[config.mk]
export PLATFORM = sky130hd
export DESIGN_NAME = word_stacker
export DESIGN_NICKNAME = d
export VERILOG_FILES = /design/src/rtl/aes_stream_pkg.sv /design/src/rtl/byte_swap32.sv /design/src/rtl/word_stacker.sv
export SDC_FILE = /design/constraint.sdc
export NUM_CORES = 1
export LEC_CHECK = 0
export BUFFER_PORTS_ARGS = -buffer_cell sky130_fd_sc_hd__buf_2
export CORE_MARGIN = 2
export CORE_UTILIZATION = 49
export DETAILED_ROUTE_END_ITERATION = 8
export PLACE_DENSITY = 0.75
export REMOVE_ABC_BUFFERS = 1
export SYNTH_ARGS = -nofsm -noshare
export SYNTH_HDL_FRONTEND = slang
export SYNTH_SLANG_ARGS = --single-unit
[constraint.sdc]
create_clock -name clk_i -period 3.41 [get_ports clk_i]
set_input_delay 0.1705 -clock clk_i [delete_from_list [all_inputs] [get_ports clk_i]]
set_output_delay 0.1705 -clock clk_i [all_outputs]
set_load 0.005 [all_outputs]
[src/rtl/aes_stream_pkg.sv]
// ============================================================================
// Module      : aes_stream_pkg
// Description : Shared constants, types and helpers for the AES stream
//               stacker/unstacker pair.
// Revision    : 1.0 - initial release
// ============================================================================
`default_nettype none

package aes_stream_pkg;

    localparam int WORD_W          = 32;
    localparam int BLOCK_W         = 128;
    localparam int WORDS_PER_BLOCK = 4;

    typedef enum logic [0:0] {
        FILL = 1'b0,
        FULL = 1'b1
    } stacker_state_t;

    // Ones over the first n word slots, counted from the MSW down.
    function automatic logic [BLOCK_W-1:0] slot_mask(input logic [2:0] n);
        logic [BLOCK_W-1:0] m;
        m = '0;
        for (int i = 0; i < WORDS_PER_BLOCK; i++) begin
            if (i < int'(n)) begin
                m[BLOCK_W-1-WORD_W*i -: WORD_W] = '1;
            end
        end
        return m;
    endfunction

endpackage

`default_nettype wire

[src/rtl/byte_swap32.sv]
// ============================================================================
// Module      : byte_swap32
// Description : Parameter-selected 32-bit byte reversal (combinational).
// Revision    : 1.0 - initial release
// ============================================================================
`default_nettype none

module byte_swap32 #(
    parameter bit EN = 1'b0
) (
    input  logic [31:0] d_i,
    output logic [31:0] d_o
);

    generate
        if (EN) begin : g_swap
            assign d_o = {d_i[7:0], d_i[15:8], d_i[23:16], d_i[31:24]};
        end else begin : g_pass
            assign d_o = d_i;
        end
    endgenerate

endmodule

`default_nettype wire

[src/rtl/word_stacker.sv]
// ============================================================================
// Module      : word_stacker
// Description : Packs four 32-bit stream words (MSW first) into a 128-bit
//               block, with zero-padding flush for partial tail blocks.
// Revision    : 1.0 - initial release
// ============================================================================
`default_nettype none

module word_stacker
    import aes_stream_pkg::*;
#(
    parameter bit SWAP_BYTES = 1'b0
) (
    input  logic                 clk_i,
    input  logic                 rst_ni,
    input  logic                 clr_i,
    input  logic                 enable_i,
    input  logic                 valid_i,
    output logic                 ready_o,
    input  logic [WORD_W-1:0]    word_i,
    input  logic                 flush_i,
    output logic                 valid_o,
    input  logic                 ready_i,
    output logic [BLOCK_W-1:0]   word_o,
    output logic [1:0]           cnt_o
);

    stacker_state_t       state_q, state_d;
    logic [1:0]           cnt_q, cnt_d;
    logic [BLOCK_W-1:0]   stack_q, stack_d;
    logic [WORD_W-1:0]    word_sw;
    logic [BLOCK_W-1:0]   stack_wr;
    logic [2:0]           filled;
    logic                 in_fill;
    logic                 accept;

    byte_swap32 #(
        .EN (SWAP_BYTES)
    ) u_swap (
        .d_i (word_i),
        .d_o (word_sw)
    );

    assign in_fill = (state_q == FILL);
    // Gated by rst_ni so nothing is accepted while reset is held.
    assign ready_o = rst_ni & enable_i & in_fill;
    assign valid_o = enable_i & ~in_fill;
    assign word_o  = in_fill ? '0 : stack_q;
    assign cnt_o   = cnt_q;
    assign accept  = valid_i & ready_o;
    assign filled  = {1'b0, cnt_q} + {2'b00, accept};

    always_comb begin
        stack_wr = stack_q;
        if (accept) begin
            case (cnt_q)
                2'd0:    stack_wr[127:96] = word_sw;
                2'd1:    stack_wr[95:64]  = word_sw;
                2'd2:    stack_wr[63:32]  = word_sw;
                default: stack_wr[31:0]   = word_sw;
            endcase
        end
    end

    always_comb begin
        state_d = state_q;
        cnt_d   = cnt_q;
        stack_d = stack_q;
        if (enable_i) begin
            case (state_q)
                FILL: begin
                    if (accept && cnt_q == 2'd3) begin
                        state_d = FULL;
                        cnt_d   = 2'd0;
                        stack_d = stack_wr;
                    end else if (flush_i && filled != 3'd0) begin
                        state_d = FULL;
                        cnt_d   = 2'd0;
                        stack_d = stack_wr & slot_mask(filled);
                    end else if (accept) begin
                        cnt_d   = cnt_q + 2'd1;
                        stack_d = stack_wr;
                    end
                end
                FULL: begin
                    if (ready_i) begin
                        state_d = FILL;
                        stack_d = '0;
                    end
                end
                default: begin
                    state_d = FILL;
                    cnt_d   = 2'd0;
                    stack_d = '0;
                end
            endcase
        end
    end

    always_ff @(posedge clk_i or negedge rst_ni) begin
        if (!rst_ni) begin
            state_q <= FILL;
            cnt_q   <= 2'd0;
            stack_q <= '0;
        end else if (clr_i) begin
            state_q <= FILL;
            cnt_q   <= 2'd0;
            stack_q <= '0;
        end else begin
            state_q <= state_d;
            cnt_q   <= cnt_d;
            stack_q <= stack_d;
        end
    end

endmodule

`default_nettype wire

======== Word level (Yosys, flattened, before mapping) ========
Cells that the tools add are included.
word-level totals
  flip-flop bits (word level) ............. 131
  output and inout port bits .............. 132
  input bits .............................. 39
cells by class
  bitwise operators ....................... 6
  $add $sub $neg .......................... 2
  multiplexer cells ....................... 45
  magnitude comparators ................... 4
  equality and inequality tests ........... 6
  reductions and logical operators ........ 9
operator list
  kind                 number
  $mux 128             8
  $mux 32              24
  $pmux 128 s2         1
  $and 128x128->128    1
  $mux 2               6
  $lt 1x3->1 const A   2
  $lt 2x3->1 const A   2
  $reduce_and 3->1     2
  $mux 1               5
  $ne 5x2->1 const B   1
  $and 1x1->1          4
  $eq 2x2->1 const B   2
  $reduce_bool 4->1    1
  $add 2x1->3          1
  $ne 3x3->1 const B   1
  $reduce_bool 3->1    1
  $reduce_or 3->1      1
  $add 2x1->2 const B  1
  $eq 2x1->1 const B   1
  $logic_and 1x1->1    2
  $logic_not 2->1      1
  $ne 2x2->1 const B   1
  $pmux 1 s2           1
  $reduce_bool 2->1    1
  $not 1->1            1

======== Longest topological paths before layout ========
Gate-level depths: netlist of the first run.
  word-level depth ........................ 16
  mapped depth ............................ 14
  depth with buffers taken out ............ 9

======== Hierarchy ========
Synthesis of the first run repeated with hierarchy kept, for this count alone.
second synthesis, totals
  cells, all modules ...................... 667
  area, all modules ....................... 7039.3 µm²
by module, submodules not included
  module        cells an instance  times used  area each (µm²)
  word_stacker  635                1           6799.0
  byte_swap32   32                 1           240.2

======== Least setup slack after synthesis of the first run ========
OpenSTA, ideal clock, no wires.
  path kind ............................... register to register
  from .................................... register state_q
  to ...................................... register stack_q[86]
  cell stages (with the launch flop) ...... 15
  required time ........................... 3.345 ns
  path slack .............................. 0.147 ns
  period minus slack after synthesis ...... 3.263 ns
  buffers on the path ..................... 5
  library setup time ...................... 0.065 ns
  arrival time ............................ 3.198 ns
  cells stage by stage .................... dfrtp_1 > buf_2 > nand4b_4 > inv_2 > buf_2 > buf_1 > ha_1 > inv_1 > ha_1 > o31a_1 > a311oi_2 > a21o_1 > buf_2 > buf_2 > a22o_1
between the ends
  word-level cells in the longest chain between the ends .. 16
  elaborated cells between the ends (all ways) .. 24
  those cells by class .................... add/sub (1); order compare (1); eq/ne (2); mux (12); bitwise (4); reduce/logical (4)
RTL lines
  item                    line                  RTL
  from (decl)             word_stacker.sv:28    stacker_state_t state_q, state_d;
  from (signal assigned)  word_stacker.sv:110   state_q <= state_d;
  $not 1->1               -
  $and 1x1->1             word_stacker.sv:46    assign ready_o = rst_ni & enable_i & in_fill;
  $and 1x1->1             word_stacker.sv:50    assign accept = valid_i & ready_o;
  $add 2x1->3             word_stacker.sv:51    assign filled = {1'b0, cnt_q} + {2'b00, accept};
  $lt 1x3->1              aes_stream_pkg.sv:25  if (i < int'(n)) begin
  $mux 32                 aes_stream_pkg.sv:25
  $mux 32                 word_stacker.sv:76    end else if (flush_i && filled != 3'd0) begin
  $mux 32                 word_stacker.sv:72    if (accept && cnt_q == 2'd3) begin
  $mux 32                 word_stacker.sv:70    case (state_q)
  $mux 32                 word_stacker.sv:69    if (enable_i) begin
  $and 128x128->128       word_stacker.sv:79    stack_d = stack_wr & slot_mask(filled);
  $mux 128                word_stacker.sv:76
  $mux 128                word_stacker.sv:72
  $pmux 128 s2            word_stacker.sv:70
  $mux 128                word_stacker.sv:69
  $mux 128                word_stacker.sv:105   end else if (clr_i) begin
  to (signal assigned)    word_stacker.sv:112   stack_q <= stack_d;
  to (decl)               word_stacker.sv:30    logic [BLOCK_W-1:0] stack_q, stack_d;
Several ways; a longest one is shown, not always the timed one. The select of a mux whose other input is x is not followed.
A chain may end at the register's enable or synchronous reset.

======== Final worst setup path of the first run ========
  from .................................... register state_q
  to ...................................... register stack_q[30]
between the ends
  word-level cells in the longest chain between the ends .. 16
  elaborated cells between the ends (all ways) .. 24
  those cells by class .................... add/sub (1); order compare (1); eq/ne (2); mux (12); bitwise (4); reduce/logical (4)
RTL lines
  item               line
  $not 1->1          -
  $and 1x1->1        word_stacker.sv:46
  $and 1x1->1        word_stacker.sv:50
  $add 2x1->3        word_stacker.sv:51
  $lt 2x3->1         aes_stream_pkg.sv:25
  $mux 32            aes_stream_pkg.sv:25
  $mux 32            word_stacker.sv:76
  $mux 32            word_stacker.sv:72
  $mux 32            word_stacker.sv:70
  $mux 32            word_stacker.sv:69
  $and 128x128->128  word_stacker.sv:79
  $mux 128           word_stacker.sv:76
  $mux 128           word_stacker.sv:72
  $pmux 128 s2       word_stacker.sv:70
  $mux 128           word_stacker.sv:69
  $mux 128           word_stacker.sv:105
Several ways; a longest one is shown, not always the timed one. The select of a mux whose other input is x is not followed.

==> reports/metrics.csv, run 1 <==
metric,value,unit
status,finished clean,
total power,3.69,mW
Post-synth EDFFs,0,
Die ar.,0.0158,sq mm
hpwl dp,13400,um
fin worst setup slack,0.300,ns
post_cts resized,0,
Slew HR,0.166,
I/O Buffers,170,
synth warn,0,
Min-Delay Path Class,input pin to register,
Routed Antenna Nets,0,
Critical Path Most Common Cell,ha_1,
DR vias,6849,
GR Util All Layers,0.271,
most frequent cells after synthesis,"and2_1 (131), dfrtp_1 (131), o21ai_0 (77)",
CORE AREA,0.0145,sq mm
global-route wire length before repair,34500,um
Yosys top cell area share,0.453,
actual slew at the worst max-slew pin,1.25,ns
#FFs+latches synth,131,
Placement Rows,44,
Synth Area in Simple Gates,0.175,
largest net degree at the start of global routing,136,
root buf cell,clkbuf_16,
CTS tree,done,
vias in the first global route,6549,
hold_sp,word_i[17],
highest clock rate,322,MHz
DRC violations left,0,
critical path type,register to register,
complex-gate fraction of the synthesized area,0.289,
average vias per placed instance,6.22,
hold_ws,0.0340,ns
XOR/XNOR share of the synthesized area,0,
Synth Area in Adders,0.0121,
"worst slack, placed",0.355,ns
hold_buf cts,2,
routability cong.,0.901,
Synth Instances,780,
worst r2r src,state_q$_DFFE_PN0P_,
FF-to-FF End,stack_q[30]$_DFFE_PN0P_,
Die H,126,um
Congestion Overflow GR,0,
"Distinct cells, synth",38,
die width,126,um
worst hold endpoint,stack_q[17]$_DFFE_PN0P_,
clk sinks,131,
Final Skew,0.00532,ns
register area share after synthesis,0.453,
register-to-register setup slack,0.30,ns
WL final,21300,um
Post-Synthesis Cell Area,0.00723,sq mm
placed cell area,0.00822,sq mm
CP max stage delay,0.62,ns
first-pass iteration count of the detailed router,5,
largest family of logic cells by synthesized area,compound AO/OA/AOI/OAI gates,
Crit. End Element,register,
Syn Area/Cell,9.27,sq um
Worst Hold Path Cells,2,
layout overhead on the synthesized area,22.0,%
Final Setup Violations,0,
clock tree buffer depth,2,
DRT iter0 DRCs,609,
Final Instance Area,0.00882,sq mm
htree depth,4,
"critical path fanouts, max",32,
"Arr. time, crit path",3.46,ns
max-cap viol count,0,
CTS Buf Count,17,
min Tclk post-route,3.11,ns
Area contributors post-synth,"dfrtp_1 (45%), and2_1 (11%), o2111ai_1 (7.5%)",
ys async rst share,1.00,
n_diodes,0,
initial antenna violation count,0,
VDD IR max,0.414,mV
RSZ-0062 raised after global routing,no,
PwrDens,418,mW/mm^2
multiplexer area fraction after synthesis,0.00277,
Final Max Tran Viols,0,
ys flop type,dfrtp_1,
"Reg clk slew, reported paths",0.06,ns
worst reg2reg path depth,10,
WP buf/inv,3,
cells along the critical path,"nand4b_4, inv_2, ha_1, inv_1, ha_1, o31ai_2, and3_1, buf_4, a311o_2, a22o_1",
Crit path max-delay family,compound AO/OA/AOI/OAI gates,
setup bufs post-CTS,0,
drt wl/cell,19.4,um
# IOs,171,
Critical Path Start Type,register,
Worst path slowest cell,a311o_2,
Pleak,4.36,nW
"Clk Latency, worst-skew pair",0.42,ns
initial core utilization,0.500,
Hold Fails Final Rpt,0,
Final #Nets,951,
share of layout cells above drive strength 1,0.256,
Final Cycle Share,0.912,
Yosys top cell by area,dfrtp_1,
Critical Path RT,3.76,ns
==> metal layers <==
| layer | share of wire | wire, um | up-vias | GRT usage |
|---|---|---|---|---|
| met2 | 0.47 | 10100 | 348 | 0.420 |
| met5 | 0 | 0 | - | 0 |
| met4 | 0.023 | 484 | 0 | 0.0980 |
| met3 | 0.076 | 1620 | 45 | 0.0591 |
| li1 | - | - | 3101 | - |
| met1 | 0.43 | 9130 | 3355 | 0.378 |
==> registers in the layout, indices dropped and copies added, names as in the netlist <==
register / count
state_q: 1
cnt_o: 2
stack_q: 128
==> placed cells by master, fill, tap and decap left out, types with 3 or more instances in the layout <==
master,n
a21oi_1,19
a22o_1,50
and2_1,131
buf_2,169
buf_4,20
clkbuf_1,3
clkbuf_16,17
clkbuf_8,3
clkinv_2,4
dfrtp_1,130
ha_1,6
inv_1,38
nand2_1,3
nand3_1,31
nor2_1,51
o2111ai_1,62
o211ai_1,63
o21ai_0,77
==> worst max path at each step <==
stage	startpoint	to	slack, ns	cells past startpoint
floorplan	state_q$_DFFE_PN0P_	stack_q[32]$_DFFE_PN0P_	-3.49	8
global placement	state_q$_DFFE_PN0P_	stack_q[35]$_DFFE_PN0P_	0.44	11
detailed placement	state_q$_DFFE_PN0P_	stack_q[24]$_DFFE_PN0P_	0.36	10
CTS	state_q$_DFFE_PN0P_	stack_q[30]$_DFFE_PN0P_	0.32	10
global route	state_q$_DFFE_PN0P_	stack_q[30]$_DFFE_PN0P_	0.15	10
finish	state_q$_DFFE_PN0P_	stack_q[30]$_DFFE_PN0P_	0.30	10
==> cell families after synthesis <==
| group | Yosys count |
|---|---|
| flip-flops | 131 |
| AO/OA/AOI/OAI | 288 |
| adder cells (fa/ha/maj) | 7 |
| multiplexers | 2 |
| AND/OR/NAND/NOR | 226 |
| buffers and inverters | 126 |
==> area by class of cell <==
type,instances,area [sq um]
clock buffers,23,478
repair buffers,193,1050
multi-input cells,523,3540
inverters,39,146
well taps,184,230
clock inverters,9,104
flip-flops and latches,131,3280
fillers,1232,5650
==> where the power goes <==
group,switching [mW],internal [mW]
clock,0.675,1.13
sequential,0.0150,1.58
combinational,0.221,0.0734
==> per-stage QoR <==
stage               setup TNS [ns]  utilization  std cells
floorplan                  -257.68            -        693
global placement                 0        0.568       1068
detailed placement               0        0.568       1068
CTS                              0        0.609       1102
global route                     0        0.609       1102
finish                           0        0.609       1102
No activity file was read; power rests on OpenSTA's default activity.
==> run 2: changes to the inputs <==
--- a/config.mk
+++ b/config.mk
@@ -8,9 +8,11 @@
 export BUFFER_PORTS_ARGS = -buffer_cell sky130_fd_sc_hd__buf_2
 export CORE_MARGIN = 2
 export CORE_UTILIZATION = 49
+export CTS_CLUSTER_DIAMETER = 80
 export DETAILED_ROUTE_END_ITERATION = 8
 export PLACE_DENSITY = 0.75
 export REMOVE_ABC_BUFFERS = 1
 export SYNTH_ARGS = -nofsm -noshare
 export SYNTH_HDL_FRONTEND = slang
+export SYNTH_HIERARCHICAL = 1
 export SYNTH_SLANG_ARGS = --single-unit
==> run 2 against run 1 <==
Compared with the run above: utilization fell by 1.0 points; hold slack improved by 0.0030 ns; register-to-register slack got worse by 0.12 ns; non-clock buffer count fell by 6; total power barely moved; critical path type unchanged; synthesized area fell by 2.7%; largest cell class is now flip-flops and latches; sequential share of layout area rose by 2.1 points; sequential cell count did not move; via count fell by 16%; global-route usage fell by 0.76 points.
==> reports/metrics.csv, run 2 <==
metric,value,unit,change
ys async rst share,1.00,,unchanged
Critical Path Most Common Cell,ha_1,,
Routed Antenna Nets,0,,unchanged
Congestion Overflow GR,0,,unchanged
fillers,1172,,-4.9%
hpwl dp,12600,um,-6.0%
Post-Route Utilization,0.599,,-0.0104
fin worst setup slack,0.177,ns,-0.123 ns
share of layout cells above drive strength 1,0.293,,+0.0366
Synth Instances,667,,-14%
WL final,19900,um,-6.8%
largest net degree at the start of global routing,135,,-0.74%
CORE AREA,0.0139,sq mm,-3.8%
status,finished clean,,
actual slew at the worst max-slew pin,1.29,ns,+0.0385 ns
"worst slack, placed",0.0319,ns,-0.323 ns
RSZ-0062 raised after global routing,no,,
setup bufs post-CTS,0,,unchanged
DR vias,5761,,-16%
first-pass iteration count of the detailed router,5,,unchanged
global-route wire length before repair,30800,um,-11%
most frequent cells after synthesis,"and2_1 (131), dfrtp_1 (131), a22o_1 (80)",,
synth warn,6,,+6
max-cap viol count,0,,unchanged
initial antenna violation count,0,,unchanged
Crit. End Element,register,,
"Reg clk slew, reported paths",0.06,ns,about the same
htree depth,4,,unchanged
Post-synth EDFFs,0,,unchanged
cells along the critical path,"nand4b_4, inv_2, ha_1, inv_1, ha_1, o31ai_2, a22oi_1, o311ai_4, buf_4, a22o_1",,
"Clk Latency, worst-skew pair",0.42,ns,about the same
Critical Path RT,3.76,ns,about the same
Crit path max-delay family,compound AO/OA/AOI/OAI gates,,
Hold Fails Final Rpt,0,,unchanged
layout overhead on the synthesized area,18.6,%,
VDD IR max,0.369,mV,-11%
WP buf/inv,3,,unchanged
Setup TNS,0,ns,unchanged
# IOs,171,,unchanged
sequential cell area,0.00328,sq mm,about the same
CP max stage delay,0.65,ns,+0.03 ns
max reg flops,128,,unchanged
Final Cycle Share,0.948,,+0.0361
Final Skew,0.00589,ns,+0.000569 ns
post_cts resized,0,,unchanged
"Distinct cells, synth",42,,+11%
#FFs+latches synth,131,,unchanged
Area contributors post-synth,"dfrtp_1 (47%), and2_1 (12%), a22o_1 (10%)",,
critical path type,register to register,,
Die H,124,um,-1.3%
Final #Nets,828,,-13%
Critical Path Start Type,register,,
register area share after synthesis,0.466,,+0.0126
min Tclk post-route,3.23,ns,+0.123 ns
DRT iter0 DRCs,509,,-16%
Syn Area/Cell,10.6,sq um,+14%
Biggest register,stack_q,,
n_diodes,0,,unchanged
Post-Synthesis Cell Area,0.00704,sq mm,-2.7%
highest clock rate,309,MHz,-3.8%
die width,124,um,-1.3%
"Arr. time, crit path",3.58,ns,+0.12 ns
vias in the first global route,5781,,-12%
initial core utilization,0.505,,+0.00551
"critical path fanouts, max",12,,-63%
Final Setup Violations,0,,unchanged
Yosys top cell area share,0.466,,+0.0126
clock tree buffer depth,2,,unchanged
clk sinks,131,,unchanged
"commonest non-fill, non-tap cell in the layout",buf_2,,
Final Max Tran Viols,0,,unchanged
hold_buf cts,0,,-2
Pleak,4.32,nW,-0.93%
Worst path slowest cell,o311ai_4,,
drt wl/cell,20.4,um,+5.6%
most frequent cells in the layout,"buf_2 (169), and2_1 (131), dfrtp_1 (130), a22o_1 (80), nand2_1 (35)",,
multi-input logic area,0.00324,sq mm,-8.5%
I/O Buffers,170,,unchanged
ys flop type,dfrtp_1,,
Min-Delay Path Class,input pin to register,,
root buf cell,clkbuf_16,,
average vias per placed instance,5.92,,-4.7%
Slew HR,0.141,,-0.0257
CTS Buf Count,17,,unchanged
GR Util All Layers,0.264,,-0.00757
routability cong.,1.09,,+21%
CTS tree,done,,
Placement Rows,43,,-2.3%
DRC violations left,0,,unchanged
PwrDens,442,mW/mm^2,+5.7%
Yosys top cell by area,dfrtp_1,,
Die ar.,0.0153,sq mm,-2.6%
run 2: kinds of logic (layout without fill, tap and decap cells):
| family | count (synthesis) | count (layout) | synth area share |
|---|---|---|---|
| AND/OR/NAND/NOR | 230 | 230 | 0.190 |
| AO/OA/AOI/OAI | 200 | 201 | 0.243 |
| flip-flops | 131 | 131 | 0.466 |
| buffers and inverters | 97 | 222 | 0.0857 |
| adder cells (fa/ha/maj) | 7 | 7 | 0.0124 |
| multiplexers | 2 | 2 | 0.00302 |
run 2: final cells by class:
cell class	count	share of cell area
sequential	131	0.393
multi-input combinational	440	0.388
timing repair buffer	187	0.119
clock buffer	26	0.0622
tap	180	0.0270
clock inverter	4	0.00839
inverter	5	0.00225
run 2: where the power goes:
group	internal, mW	switching, mW
Clock	1.18	0.644
Sequential	1.58	0.0127
Combinational	0.0747	0.200
run 2: final timing paths:
check                           cells past startpoint              startpoint  slack, ns                      end
min in group asynchronous                           2                  rst_ni       0.05  stack_q[65]$_DFFE_PN0P_
worst max register to register                     10     state_q$_DFFE_PN0P_       0.18  stack_q[10]$_DFFE_PN0P_
worst min register to register                      1  stack_q[2]$_DFFE_PN0P_       0.49   stack_q[2]$_DFFE_PN0P_
worst min-delay path                                2              word_i[18]       0.04  stack_q[82]$_DFFE_PN0P_
max in group asynchronous                           3                  rst_ni       2.03      state_q$_DFFE_PN0P_
worst max-delay path                               10     state_q$_DFFE_PN0P_       0.18  stack_q[10]$_DFFE_PN0P_
run 2: per-layer routing:
metal | global-route usage | vias to the layer above | wire length, um
met5 | 0 | - | 0
met4 | 0.0916 | 0 | 377
met3 | 0.0618 | 32 | 1260
met2 | 0.413 | 237 | 9470
met1 | 0.360 | 2892 | 8780
li1 | - | 2600 | -
run 2: metrics by stage:
step	cells	cell area (sq um)	total power, mW	hold slack (ns)
floorplan	575	6450	1.72	-0.125
global placement	942	7730	1.87	0.456
detailed placement	942	7730	1.88	0.461
CTS	972	8320	3.70	0.0223
global route	973	8350	3.79	0.0312
finish	973	8350	3.69	0.0371
==> run 3: changes to the inputs <==
--- a/config.mk
+++ b/config.mk
@@ -7,10 +7,10 @@
 export LEC_CHECK = 0
 export BUFFER_PORTS_ARGS = -buffer_cell sky130_fd_sc_hd__buf_2
 export CORE_MARGIN = 2
-export CORE_UTILIZATION = 49
+export CORE_UTILIZATION = 25
 export CTS_CLUSTER_DIAMETER = 80
 export DETAILED_ROUTE_END_ITERATION = 8
-export PLACE_DENSITY = 0.75
+export PLACE_DENSITY = 0.43
 export REMOVE_ABC_BUFFERS = 1
 export SYNTH_ARGS = -nofsm -noshare
 export SYNTH_HDL_FRONTEND = slang
==> run 3 against run 2 <==
Compared with the run above: maximum frequency rose by 5.1%; largest power group unchanged; critical path type unchanged; global-route usage fell by 11 points; critical path depth did not move.
==> reports/metrics.csv, run 3 (synthesis results as in run 2) <==
metric,value,unit,change
status,finished clean,,
Critical Path RT,3.71,ns,-0.05 ns
min Tclk post-route,3.08,ns,-0.158 ns
Placement Rows,61,,+42%
multi-input logic area,0.00322,sq mm,-0.50%
actual slew at the worst max-slew pin,1.12,ns,-0.168 ns
Hold Fails Final Rpt,0,,unchanged
post_cts resized,0,,unchanged
"Reg clk slew, reported paths",0.06,ns,about the same
CTS tree,done,,
grt met3 use,0.0469,,-0.0149
vias in the first global route,5750,,-0.54%
Routed Antenna Nets,0,,unchanged
initial core utilization,0.253,,-0.252
Congestion Overflow GR,0,,unchanged
Die H,172,um,+39%
"commonest non-fill, non-tap cell in the layout",buf_2,,
Final Setup Violations,0,,unchanged
clk sinks,131,,unchanged
hold_ws,0.0371,ns,+0.0000113 ns
CORE AREA,0.0278,sq mm,+99%
GR met1 Demand/Resource,0.212,,-0.148
highest clock rate,325,MHz,+5.1%
max reg flops,128,,unchanged
max-cap viol count,0,,unchanged
Min-Delay Path Class,input pin to register,,
placed cell area,0.00805,sq mm,+4.1%
Crit. End Element,register,,
htree depth,4,,unchanged
die width,172,um,+39%
Final Cycle Share,0.902,,-0.0462
layout overhead on the synthesized area,22.5,%,
DRC violations left,0,,unchanged
"Arr. time, crit path",3.38,ns,-0.20 ns
Final #Nets,834,,+0.72%
Final Instance Area,0.00862,sq mm,+3.3%
gr busiest metal,met2,,
initial antenna violation count,0,,unchanged
Critical Path Start Type,register,,
Final Max Tran Viols,0,,unchanged
Pleak,4.32,nW,about the same
sequential cell area,0.00328,sq mm,about the same
Post-Route Utilization,0.310,,-0.289
register-to-register setup slack,0.33,ns,+0.16 ns
RSZ-0062 raised after global routing,no,,
WL final,22700,um,+14%
average vias per placed instance,4.68,,-21%
most frequent cells in the layout,"buf_2 (169), and2_1 (131), dfrtp_1 (130), a22o_1 (80), nand2_1 (35)",,
Final Skew,0.00714,ns,+0.00125 ns
clock tree buffer depth,2,,unchanged
"Clk Latency, worst-skew pair",0.42,ns,about the same
global-route wire length before repair,35100,um,+14%
drt wl/cell,19.3,um,-5.6%
# IOs,171,,unchanged
PwrDens,428,mW/mm^2,-3.2%
DRT iter0 DRCs,364,,-28%
"critical path fanouts, max",22,,+10
critical path type,register to register,,
largest net degree at the start of global routing,95,,-30%
VDD IR max,0.294,mV,-20%
setup bufs post-CTS,0,,unchanged
routability cong.,0.757,,-31%
Die ar.,0.0295,sq mm,+92%
GR Util All Layers,0.157,,-0.107
DR vias,5513,,-4.3%
share of layout cells above drive strength 1,0.305,,+0.0124
Slew HR,0.253,,+0.112
n_diodes,0,,unchanged
first-pass iteration count of the detailed router,5,,unchanged
CTS Buf Count,17,,unchanged
M2 GR Usage,0.244,,-0.169
fillers,2960,,+150%
Biggest register,stack_q,,
hpwl dp,14800,um,+18%
root buf cell,clkbuf_16,,
I/O Buffers,170,,unchanged
## run 3: area by class of cell
class | instances | area share
well taps | 378 | 0.0548
inverters | 5 | 0.00218
clock buffers | 17 | 0.0493
clock inverters | 14 | 0.0161
repair buffers | 194 | 0.123
flip-flops and latches | 131 | 0.381
multi-input cells | 439 | 0.374
## run 3: per-stage QoR
stage	instances	TNS (ns)	power, mW	setup slack [ns]
floorplan	575	-115.80	1.72	-1.47
global placement	1146	0	1.91	0.390
detailed placement	1146	0	1.91	0.350
CTS	1178	0	3.75	0.344
global route	1178	0	3.84	0.202
finish	1178	0	3.69	0.335
## run 3: what timing repair did
item	CTS	global route
setup endpoints to repair	0	0
hold buffers	1	0
endpoints found under the hold margin	52	0
## run 3: worst max-delay path, stage by stage, from the launching register on
cell      delay (ns)
dfrtp_4         0.46
nand4b_4        0.25
inv_2           0.10
ha_1            0.16
inv_1           0.05
ha_1            0.32
o31a_1          0.36
and4_4          0.17
o211a_1         0.39
buf_4           0.30
a221o_1         0.37
## run 3: worst paths after layout
check | start | to | depth (start not counted)
max in group asynchronous | rst_ni | stack_q[114]$_DFFE_PN0P_ | 4
setup reg to reg | state_q$_DFFE_PN0P_ | stack_q[51]$_DFFE_PN0P_ | 10
hold / removal | word_i[2] | stack_q[66]$_DFFE_PN0P_ | 2
setup / recovery | state_q$_DFFE_PN0P_ | stack_q[51]$_DFFE_PN0P_ | 10
hold reg to reg | stack_q[113]$_DFFE_PN0P_ | stack_q[113]$_DFFE_PN0P_ | 1
min in group asynchronous | rst_ni | stack_q[71]$_DFFE_PN0P_ | 3
## run 3: power breakdown
part / internal, mW / switching (mW)
sequential: 1.57 / 0.0120
combinational: 0.0793 / 0.208
clock: 1.07 / 0.749
total: 2.72 / 0.969
## run 3: layer usage
metal | part of all wire | wire length [um]
met5 | 0 | 0
met4 | 0.015 | 334
met3 | 0.067 | 1520
met2 | 0.46 | 10400
met1 | 0.46 | 10400
